<file path="src/rtl/sdf_bf_stage.sv">
// Radix-2 single-delay-feedback butterfly stage; drives and consumes an external LENGTH-deep delay line.
// Latency: first output (x[0]+x[LENGTH]) is registered LENGTH+1 cycles after x[0] is accepted.
// Backpressure: none; a missing sample mid-frame is zero-filled and flagged, and a sample arriving during flush is dropped and flagged.
// Build option: define SDF_BF_SAT_EN to saturate sum/diff to 18 bits; the default build wraps.
module sdf_bf_stage #(
  parameter int LENGTH = 16
) (
  input  logic        clk,
  input  logic        rst_n,
  input  logic        in_valid,
  input  logic [17:0] in_r,
  input  logic [17:0] in_i,
  input  logic [17:0] fb_in_r,
  input  logic [17:0] fb_in_i,
  output logic [17:0] fb_out_r,
  output logic [17:0] fb_out_i,
  output logic        out_valid,
  output logic [17:0] out_r,
  output logic [17:0] out_i,
  output logic        frame_err
);

  // Counter spans one full frame (2*LENGTH samples); LENGTH=1 still needs one bit.
  localparam int CW = (LENGTH > 1) ? $clog2(2 * LENGTH) : 1;
  localparam logic [CW-1:0] HALF   = CW'(LENGTH);
  localparam logic [CW-1:0] LAST_A = CW'(LENGTH - 1);

  typedef enum logic [1:0] {
    ST_IDLE,
    ST_RUN,
    ST_FLUSH
  } state_t;

  state_t          state_q, state_d;
  logic [CW-1:0]   cnt_q, cnt_d;
  logic            primed_q, primed_d;
  logic [17:0]     out_r_q, out_r_d;
  logic [17:0]     out_i_q, out_i_d;
  logic            out_valid_q, out_valid_d;
  logic            frame_err_q, frame_err_d;

  logic [17:0]     in_eff_r, in_eff_i;
  logic [17:0]     sum_r, sum_i, diff_r, diff_i;
  logic [17:0]     fb_r, fb_i;
  logic            phase_b;
  logic            flush_now;

`ifdef SDF_BF_SAT_EN
  // Clamp a 19-bit result into the 18-bit two's-complement range.
  function automatic logic [17:0] sat18(input logic [18:0] v);
    logic [17:0] res;
    if (v[18] != v[17]) begin
      res = v[18] ? 18'h20000 : 18'h1FFFF;
    end else begin
      res = v[17:0];
    end
    return res;
  endfunction
`endif

  // Butterfly arithmetic; a missing sample contributes zero.
  always_comb begin
    in_eff_r = in_valid ? in_r : 18'd0;
    in_eff_i = in_valid ? in_i : 18'd0;
`ifdef SDF_BF_SAT_EN
    sum_r  = sat18({fb_in_r[17], fb_in_r} + {in_eff_r[17], in_eff_r});
    sum_i  = sat18({fb_in_i[17], fb_in_i} + {in_eff_i[17], in_eff_i});
    diff_r = sat18({fb_in_r[17], fb_in_r} - {in_eff_r[17], in_eff_r});
    diff_i = sat18({fb_in_i[17], fb_in_i} - {in_eff_i[17], in_eff_i});
`else
    // Keeping the low 18 bits of the 19-bit result is plain 18-bit modular arithmetic.
    sum_r  = fb_in_r + in_eff_r;
    sum_i  = fb_in_i + in_eff_i;
    diff_r = fb_in_r - in_eff_r;
    diff_i = fb_in_i - in_eff_i;
`endif
  end

  // Phase decode; a RUN cycle at cnt=0 without a sample is the first flush cycle.
  always_comb begin
    phase_b   = (cnt_q >= HALF);
    flush_now = (state_q == ST_FLUSH) ||
                ((state_q == ST_RUN) && (cnt_q == '0) && !in_valid);
  end

  // Next-state, counter and output-register selection.
  always_comb begin
    state_d     = state_q;
    cnt_d       = cnt_q;
    primed_d    = primed_q;
    out_r_d     = out_r_q;
    out_i_d     = out_i_q;
    out_valid_d = 1'b0;
    frame_err_d = 1'b0;
    fb_r        = 18'd0;
    fb_i        = 18'd0;

    if (flush_now) begin
      // Drain the stored differences; the delay line refills with zeros.
      out_r_d     = fb_in_r;
      out_i_d     = fb_in_i;
      out_valid_d = 1'b1;
      if ((state_q == ST_FLUSH) && in_valid) begin
        frame_err_d = 1'b1;
      end
      if (cnt_q == LAST_A) begin
        state_d  = ST_IDLE;
        cnt_d    = '0;
        primed_d = 1'b0;
      end else begin
        state_d = ST_FLUSH;
        cnt_d   = cnt_q + CW'(1);
      end
    end else begin
      unique case (state_q)
        ST_IDLE: begin
          cnt_d = '0;
          if (in_valid) begin
            // Accept x[0] as a Phase A sample at cnt=0.
            fb_r        = in_r;
            fb_i        = in_i;
            out_r_d     = fb_in_r;
            out_i_d     = fb_in_i;
            out_valid_d = primed_q;
            cnt_d       = CW'(1);
            state_d     = ST_RUN;
          end
        end
        ST_RUN: begin
          // cnt=0 without a sample was taken as flush above, so a gap here is mid-frame.
          if (!in_valid) begin
            frame_err_d = 1'b1;
          end
          cnt_d = cnt_q + CW'(1);
          if (!phase_b) begin
            // Phase A: park the sample, emit the previous frame's differences.
            fb_r        = in_eff_r;
            fb_i        = in_eff_i;
            out_r_d     = fb_in_r;
            out_i_d     = fb_in_i;
            out_valid_d = primed_q;
          end else begin
            // Phase B: emit sums, park differences for the next half-frame.
            fb_r        = diff_r;
            fb_i        = diff_i;
            out_r_d     = sum_r;
            out_i_d     = sum_i;
            out_valid_d = 1'b1;
            primed_d    = 1'b1;
          end
        end
        default: begin
          state_d = ST_IDLE;
          cnt_d   = '0;
        end
      endcase
    end
  end

  // State and output registers with synchronous reset.
  always_ff @(posedge clk) begin
    if (!rst_n) begin
      state_q     <= ST_IDLE;
      cnt_q       <= '0;
      primed_q    <= 1'b0;
      out_r_q     <= 18'd0;
      out_i_q     <= 18'd0;
      out_valid_q <= 1'b0;
      frame_err_q <= 1'b0;
    end else begin
      state_q     <= state_d;
      cnt_q       <= cnt_d;
      primed_q    <= primed_d;
      out_r_q     <= out_r_d;
      out_i_q     <= out_i_d;
      out_valid_q <= out_valid_d;
      frame_err_q <= frame_err_d;
    end
  end

  // Delay-line input is held at zero while reset is asserted.
  always_comb begin
    fb_out_r = rst_n ? fb_r : 18'd0;
    fb_out_i = rst_n ? fb_i : 18'd0;
  end

  assign out_valid = out_valid_q;
  assign out_r     = out_r_q;
  assign out_i     = out_i_q;
  assign frame_err = frame_err_q;

endmodule

</file>
<file path="config.mk">
export PLATFORM = sky130hd
export DESIGN_NAME = sdf_bf_stage
export DESIGN_NICKNAME = d
export VERILOG_FILES = /design/src/rtl/sdf_bf_stage.sv
export SDC_FILE = /design/constraint.sdc
export NUM_CORES = 1
export LEC_CHECK = 0
export ABC_AREA = 1
export BUFFER_PORTS_ARGS = -buffer_cell sky130_fd_sc_hd__clkbuf_2
export CAP_MARGIN = 10
export CORE_MARGIN = 2
export CORE_UTILIZATION = 45
export CTS_BUF_LIST = sky130_fd_sc_hd__clkbuf_8 sky130_fd_sc_hd__clkbuf_16
export DETAILED_ROUTE_END_ITERATION = 10
export HOLD_SLACK_MARGIN = 0.1
export PLACE_DENSITY = 0.65
export SYNTH_ARGS = -nofsm -noshare
export SYNTH_HDL_FRONTEND = slang
export SYNTH_SLANG_ARGS = --single-unit
export TNS_END_PERCENT = 10
</file>
<file path="constraint.sdc">
create_clock -name clk -period 5.33 [get_ports clk]
set_input_delay 0.533 -clock clk [delete_from_list [all_inputs] [get_ports clk]]
set_output_delay 0.533 -clock clk [all_outputs]
set_load 0.01 [all_outputs]
</file>
# After elaboration in Yosys (flattened, before gate mapping)
# Index checks and enable logic that the tools add are counted.
dict set report word_totals {
  word_cells 68
  out_inout_bits 74
  in_bits 75
  regBits 46
  mem_count 0
  ram_bits 0
  rom_bits 0
  latchBits 0
}
dict set report classes {
  order_cmp 1
  eq_ne 6
  n_mux 37
  n_div 0
  n_bitwise 0
  reduce_logical 12
  n_mul 0
  add_sub_neg 5
  shift 0
}
# cell n
set op_table {}
lappend op_table {{two-way mux 18 bit} 14}
lappend op_table {{one-hot mux 18 bit (2 select lines)} 4}
lappend op_table {{adder 18 bit} 2}
lappend op_table {{subtractor 18 bit} 2}
lappend op_table {{two-way mux 1 bit} 11}
lappend op_table {{two-way mux 5 bit} 2}
lappend op_table {{one-hot mux 5 bit (2 select lines)} 1}
lappend op_table {{two-way mux 2 bit} 3}
lappend op_table {{AND reduction 2 bit} 3}
lappend op_table {{adder 5 x 1 -> 5 bit, second input constant} 1}
lappend op_table {{== test 5 x 4 -> 1 bit, second input constant} 1}
lappend op_table {{>= comparator 5 bit, second input constant} 1}
lappend op_table {{logical NOT 5 bit} 1}
lappend op_table {{one-hot mux 2 bit (2 select lines)} 1}
lappend op_table {{logical AND 1 bit} 3}
lappend op_table {{!= test 3 bit, second input constant} 1}
lappend op_table {{nonzero test 3 bit} 1}
lappend op_table {{== test 2 x 1 -> 1 bit, second input constant} 1}
lappend op_table {{== test 2 bit, second input constant} 1}
lappend op_table {{logical NOT 2 bit} 1}
lappend op_table {{!= test 2 x 1 -> 1 bit, second input constant} 1}
lappend op_table {{!= test 2 bit, second input constant} 1}
lappend op_table {{one-hot mux 1 bit (2 select lines)} 1}
lappend op_table {{nonzero test 2 bit} 1}
lappend op_table {{other kinds (2)} 2}

# Depth between registers and ports, before layout
# Gate-level depths: netlist of run 1.
dict set report logic_depth {
  word_depth 6
  depth_mapped 17
  depth_no_buf 15
}

# Worst setup path after synthesis of run 1
# Ideal clock, no wire load.
dict set report synth_timing {
  kind {input port to output port}
  start {in in_valid}
  end {out fb_out_i[16]}
  path_stages 17
  path_buffers 2
  arrival_ns 2.511
  setup_slack_ns 2.286
  required_ns 4.797
  cell_sequence {buf_2 > buf_2 > nand2_1 > inv_1 > ha_1 > fa_1 > inv_1 > nand3_1 > nand2_1 > nand2_1 > nand2_1 > nand3_1 > nand2_1 > nand2_1 > nand3_1 > nand2_1 > a21oi_1}
}
dict set report synth_via {
  elab_chain_len 6
  elab_cells_between_ends 9
  classes_between {add/sub (1); mux (5); reduce/logical (3)}
}
# item line
set synth_lines {}
lappend synth_lines {{from (decl)} 10} ;# input logic in_valid,
lappend synth_lines {{two-way mux 18 bit} {64, 118}}
lappend synth_lines {{subtractor 18 bit} 75} ;# diff_i = fb_in_i - in_eff_i;
lappend synth_lines {{two-way mux 18 bit} 135} ;# if (!phase_b) begin
lappend synth_lines {{one-hot mux 18 bit (2 select lines)} 115} ;# unique case (state_q)
lappend synth_lines {{two-way mux 18 bit *} 98} ;# if (flush_now) begin
lappend synth_lines {{two-way mux 18 bit *} 184} ;# fb_out_i = rst_n ? fb_i : 18'd0;
lappend synth_lines {{to (decl)} 16} ;# output logic [17:0] fb_out_i,
# Mark *: on every way between the ends. The rest lies on a longest branch, timed or not.

# Worst setup path in the final report of run 1
dict set report layout_timing {
  start {in in_valid}
  end {out fb_out_r[11]}
}
dict set report layout_via {
  elab_chain_len 6
  elab_cells_between_ends 9
  classes_between {add/sub (1); mux (5); reduce/logical (3)}
}
# item line
set layout_lines {}
lappend layout_lines {{two-way mux 18 bit} {63, 118}}
lappend layout_lines {{subtractor 18 bit} 74} ;# diff_r = fb_in_r - in_eff_r;
lappend layout_lines {{two-way mux 18 bit} 135}
lappend layout_lines {{one-hot mux 18 bit (2 select lines)} 115}
lappend layout_lines {{two-way mux 18 bit *} 98}
lappend layout_lines {{two-way mux 18 bit *} 183} ;# fb_out_r = rst_n ? fb_r : 18'd0;
lappend layout_lines {{to (decl)} 15} ;# output logic [17:0] fb_out_r,
# Marked as above.

==> results of run 1 <==
[per-stage QoR]
step | power, mW | cells | setup WS, ns | hold WS [ns]
after floorplan | 0.937 | 1256 | 2.29 | 0.458
after global placement | 1.17 | 1561 | 1.57 | 0.453
after detailed placement | 1.18 | 1561 | 1.56 | 0.456
after CTS | 1.52 | 1569 | 1.54 | 0.468
after global routing | 1.63 | 1569 | 1.25 | 0.491
final | 1.52 | 1569 | 1.49 | 0.467
[power breakdown]
| part | total, mW | internal, mW | switching (mW) |
|---|---|---|---|
| clock network | 0.340 | 0.177 | 0.162 |
| logic | 0.769 | 0.249 | 0.520 |
| registers | 0.410 | 0.385 | 0.0245 |
| total | 1.52 | 0.812 | 0.707 |
[cell usage in the layout, fill, tap and decap left out, types with 2 or more instances in the layout]
master     synthesis  final
inv_2              4      4
xor2_1            13     13
nand3_1          121    121
nand2_2            2      2
o21bai_1          10     10
a21oi_1          163    163
a22oi_1            6      6
inv_1            151    151
inv_6              0      2
o21a_1             9      9
buf_4              5      4
nand4_1            9      9
nor3_1            12     12
nand2_1          338    338
clkbuf_16          0      5
o211ai_1          10     10
nor2_4             1      2
clkbuf_2           5    148
a21o_1             4      4
dfxtp_1           46     46
a31oi_1            5      5
o21ai_0           78     78
nor2_1           115    114
ha_1              78     78
fa_1               4      4
or2_2              4      4
[Yosys cell counts (10+ instances only)]
library cell,n
nor2_1,115
nand2_1,338
buf_2,21
xor2_1,13
inv_1,151
o21ai_0,78
nor3_1,12
nand3_1,121
o21bai_1,10
a21oi_1,163
o211ai_1,10
clkbuf_1,22
dfxtp_1,46
ha_1,78
[final cells by class]
class / instances / share of cell area, %
timing repair buffer: 152 / 9.63
sequential: 46 / 11.5
inverter: 156 / 7.35
clock inverter: 3 / 0.282
tap: 211 / 3.30
multi-input combinational: 996 / 66.4
clock buffer: 5 / 1.56
[worst paths after layout]
check / start / end / slack (ns) / depth (start not counted)
max: in_valid / fb_out_r[11] / 1.49 / 13
max reg2reg: state_q[0] / out_i[10] / 2.39 / 6
min: out_r[13] / out_r[13] / 0.47 / 2
min reg2reg: out_r[13] / out_r[13] / 0.47 / 2
[sequential cells by signal (all words and copies together), names as in the netlist]
name and cells:
frame_err 1, primed_q 1, out_i 18, cnt_q 5
out_r 18, state_q 2, out_valid 1
[logic make-up after synthesis]
logic type,synth area share (%)
adder cells (fa/ha/maj),14.9
AND/OR/NAND/NOR,36.1
XOR/XNOR,1.60
flip-flops,13.0
buffers and inverters,12.3
AO/OA/AOI/OAI,22.1
[worst register-to-register path: cells and delay by family (launching register included)]
family	cells	cell delay [ns]
AOI/OAI and AO/OA	2	0.34
buffers and inverters	1	0.43
DFF	1	0.37
and+or+nand+nor	3	1.71
[routing by layer]
layer / track usage (%) / up-vias / wire length, µm
li1: - / 4311 / -
met2: 55.1 / 320 / 12700
met1: 36.2 / 3926 / 10800
met4: 13.7 / 0 / 996
met3: 2.31 / 61 / 1320
met5: 0 / - / 0
==> results.py, run 1 <==
metrics = {
    "status": {
        "status": "finished, final reports clean",
    },
    "global_route": {
        "grt_max_degree": 44,
        "grt_pass1_wl_mm": 40.0,
        "track_usage_pct": 30.3,
        "first_global_vias": 8073,
        "antenna_found_initial": 0,
        "gr-total-overflow": 0,
    },
    "route": {
        "wl_mm": 25.8,
        "wl_per_cell_um": 16.4,
        "route.vias.total": 8618,
        "drc": 0,
        "detail-route-antenna-nets": 0,
        "drtPass1Iterations": 6,
        "drt-initial-drc-count": 554,
        "viasPerCell": 5.49,
    },
    "logic_synthesis": {
        "synth_fp_nets": 1413,
        "synth_edf_count": 0,
        "syn_avg_cell_area_um2": 5.65,
        "synth_area_leaders": "nand2_1 (18%), ha_1 (14%), dfxtp_1 (13%)",
        "synth.largest_area_cell": "nand2_1",
        "synth_warnings": 0,
        "synth_top_area_share_pct": 17.9,
        "synth_cells": 1256,
        "ys_seq_area_share_pct": 13.0,
        "syn_area_um2": 7090,
        "synthFlopType": "dfxtp_1",
        "synth_seq_cells": 46,
        "ys_types": 43,
        "async_flop_share_pct": 0,
    },
    "cells_and_area": {
        "nets": 1514,
        "layout-drive-gt1-share_pct": 13.3,
        "design_area_um2": 8000,
        "fill_cells": 1710,
        "antenna_cells": 0,
        "seqCellArea_um2": 921,
        "syn_to_final_growth_pct": 12.8,
        "multi_input_area_um2": 5310,
        "utilization_pct": 52.2,
    },
    "floorplan": {
        "initial_core_util_pct": 46.3,
        "dieArea_um2": 16800,
        "dieHeight_um": 130,
        "placeableCoreArea_um2": 15300,
        "die_w_um": 130,
        "rows": 45,
        "pin_count": 149,
    },
    "critical_path": {
        "cp_common_cell": "nand2_1",
        "slowest_stage": "clkbuf_2",
        "cp.arrival_ns": 3.31,
        "crit_required_ns": 4.80,
        "critPathBufInv": 3,
        "critPathMaxFanout": 33,
        "path_class": "in2out",
        "cp_slowest_stage_delay_ns": 0.61,
        "timing.critical_path.cells": "clkbuf_2, buf_4, nand2_1, ha_1, nand2_1, nor2_1, o21ai_0, nand3_1, nand2_1, nand2_1, nand2_1, a21oi_1, clkbuf_2",
        "cp-end-kind": "primary output",
        "startpoint_type": "input port",
        "cp_top_family": "buffers and inverters",
    },
    "clocking": {
        "ctsResizeCount": 0,
        "cts_setup_buffers": 0,
        "clkSlewWorstSetupHoldPaths_ns": 0.08,
        "cts_tree": "done",
        "ctsHoldBuffers": 0,
        "cts-root-buf": "clkbuf_16",
        "clock_latency_ns": 0.30,
        "cts.sinks": 46,
        "cts_htree_levels": 2,
        "cts_buffers": 5,
        "clock_path_buffers": 2,
    },
    "sta": {
        "fin_setup_tns_ns": 0,
        "hold_violations": 0,
        "skew_ns": 0.00524,
        "worstMarginPinSlew_ns": 1.16,
        "rsz0062_at_grt": "false",
        "slew_violations": 0,
        "finalSetupViolCount": 0,
        "period_needed_ns": 3.84,
        "relSlewSlack_pct": 22.4,
        "finalCritPeriodShare_pct": 72.1,
        "fmax_mhz": 260,
    },
    "placed_design": {
        "place_congestion": 0.945,
        "placed_cell_area_um2": 7850,
        "dp_hpwl_mm": 19.5,
        "port_buffers": 148,
    },
    "power_and_ir_drop": {
        "leakagePower_nw": 4.20,
        "p_per_area_nw_per_um2": 190,
        "max-vdd-ir-drop_v": 0.000126,
    },
    "hold_path": {
        "holdCritPathClass": "reg2reg",
    },
    "run": {
        "maxCapViolCount": 0,
    },
}
(Power assumes the default switching activity.)
==> inputs of run 2 (changes only) <==
==> constraint.sdc (replaced) <==
create_clock -name clk -period 3.9 [get_ports clk]
set_input_delay 0.39 -clock clk [delete_from_list [all_inputs] [get_ports clk]]
set_output_delay 0.39 -clock clk [all_outputs]
set_load 0.01 [all_outputs]
==> results.py, run 2 (synthesized netlist as in run 1, its figures left out) <==
metrics = {
    "hold_path": {
        "min_path_cells": 3,
        "hold_path_startpoint": "fb_in_i[0]",
        "holdPathEnd": "out_i[0]",
        "holdCritPathClass": "in2reg",
    },
    "critical_path": {
        "r2r_start": "state_q[1]",
        "crit_required_ns": 3.51,
        "startpoint_type": "input port",
        "cp_common_cell": "nand2_1",
        "slowest_stage": "clkbuf_2",
        "cp_slowest_stage_delay_ns": 0.51,
        "rr_endpoint": "out_r[4]",
        "r2r_slack_ns": 1.56,
        "cp_top_family": "buffers and inverters",
        "critPathBufInv": 4,
        "timing.critical_path.cells": "clkbuf_2, buf_4, nand2_1, ha_1, inv_1, o21bai_1, nor2_1, nand2_1, nand2_1, nand2_1, nand2_1, nand2_1, o21ai_0, a21oi_1, clkbuf_2",
        "cp.arrival_ns": 3.10,
        "cp-end-kind": "primary output",
        "worst_r2r_path_depth": 8,
        "path_class": "in2out",
        "critPathMaxFanout": 25,
    },
    "clocking": {
        "clock_path_buffers": 2,
        "cts_tree": "done",
        "ctsHoldBuffers": 0,
        "clkSlewWorstSetupHoldPaths_ns": 0.07,
        "cts-root-buf": "clkbuf_16",
        "clock_latency_ns": 0.30,
        "cts_setup_buffers": 0,
        "cts_buffers": 5,
        "cts.sinks": 46,
        "ctsResizeCount": 0,
        "cts_htree_levels": 2,
    },
    "floorplan": {
        "initial_core_util_pct": 46.3,
        "dieHeight_um": 130,
        "placeableCoreArea_um2": 15300,
        "rows": 45,
        "pin_count": 149,
        "die_w_um": 130,
        "dieArea_um2": 16800,
    },
    "route": {
        "detail-route-antenna-nets": 0,
        "wl_mm": 25.5,
        "route.vias.total": 8479,
        "top_layer_used": "met4",
        "wl_per_cell_um": 16.2,
        "drtPass1Iterations": 7,
        "wl_met2_mm": 12.5,
        "drc": 0,
        "drt-initial-drc-count": 571,
        "wl_met3_mm": 1.15,
        "viasPerCell": 5.38,
        "met1Wirelength_mm": 10.9,
    },
    "global_route": {
        "antenna_found_initial": 0,
        "grt_pass1_wl_mm": 39.3,
        "first_global_vias": 7895,
        "grt_max_degree": 42,
        "gr-total-overflow": 0,
        "track_usage_pct": 29.6,
    },
    "status": {
        "status": "finished, final reports clean",
    },
    "cells_and_area": {
        "layout-drive-gt1-share_pct": 13.7,
        "nets": 1520,
        "mostFrequentLayoutCells": "nand2_1 (338), a21oi_1 (163), inv_1 (151)",
        "mostFrequentLayoutCell": "nand2_1",
        "antenna_cells": 0,
        "syn_to_final_growth_pct": 13.4,
        "design_area_um2": 8050,
    },
    "placed_design": {
        "dp_hpwl_mm": 19.4,
        "place_congestion": 1.02,
        "port_buffers": 148,
        "placed_cell_area_um2": 7900,
    },
    "sta": {
        "fin_setup_tns_ns": 0,
        "worstMarginPinSlew_ns": 0.662,
        "finalSetupViolCount": 0,
        "slew_violations": 0,
        "hold_violations": 0,
        "rsz0062_at_grt": "false",
        "finalCritPeriodShare_pct": 89.4,
        "relSlewSlack_pct": 55.8,
        "skew_ns": 0.00947,
        "fmax_mhz": 287,
        "period_needed_ns": 3.49,
    },
    "power_and_ir_drop": {
        "leakagePower_nw": 4.23,
        "p_per_area_nw_per_um2": 259,
        "max-vdd-ir-drop_v": 0.000166,
    },
    "run": {
        "maxCapViolCount": 0,
    },
}
## run 2: layout make-up
| class | instances | area, µm² |
|---|---|---|
| inverters | 156 | 588 |
| multi-input cells | 996 | 5310 |
| repair buffers | 158 | 816 |
| well taps | 211 | 264 |
| clock buffers | 5 | 125 |
| clock inverters | 3 | 22.5 |
| flip-flops and latches | 46 | 921 |
| fillers | 1724 | 7270 |
## run 2: worst max path at each step
stage,startpoint,endpoint,slack (ns),cells past startpoint
floorplan,in_valid,fb_out_i[16],1.14,17
global placement,in_valid,fb_out_r[17],0.53,14
detailed placement,in_valid,fb_out_r[9],0.48,13
CTS,in_valid,fb_out_r[9],0.47,13
global route,in_valid,fb_out_r[15],0.15,13
finish,in_valid,fb_out_r[12],0.41,15
## run 2: tightest hold or removal path, delay by kind of cell
family	cells	cell delay, ns
and+or+nand+nor	1	0.06
buffers and inverters	1	0.10
AOI/OAI and AO/OA	1	0.07
## run 2: layer usage
metal / vias up / track usage, %
li1: 4320 / -
met1: 3840 / 36.6
met2: 270 / 52.8
met3: 49 / 1.98
met4: 0 / 13.0
met5: - / 0
## run 2: per-stage QoR
step / util (%) / setup slack [ns] / cells / hold WS [ns] / power (mW)
3_5_place_dp: 51.6 / 0.480 / 1567 / 0.457 / 1.61
2_1_floorplan: - / 1.14 / 1256 / 0.458 / 1.28
5_1_grt: 52.5 / 0.151 / 1575 / 0.387 / 2.24
6_report: 52.5 / 0.414 / 1575 / 0.372 / 2.08
4_1_cts: 52.5 / 0.474 / 1575 / 0.371 / 2.08
3_3_place_gp: 51.6 / 0.531 / 1567 / 0.453 / 1.61
## run 2: where the power goes
part	switching (mW)	internal [mW]	leakage (nW)	total [mW]
logic	0.712	0.346	3.78	1.06
registers	0.0333	0.527	0.380	0.560
clock network	0.223	0.242	0.0746	0.465
total	0.969	1.12	4.23	2.08
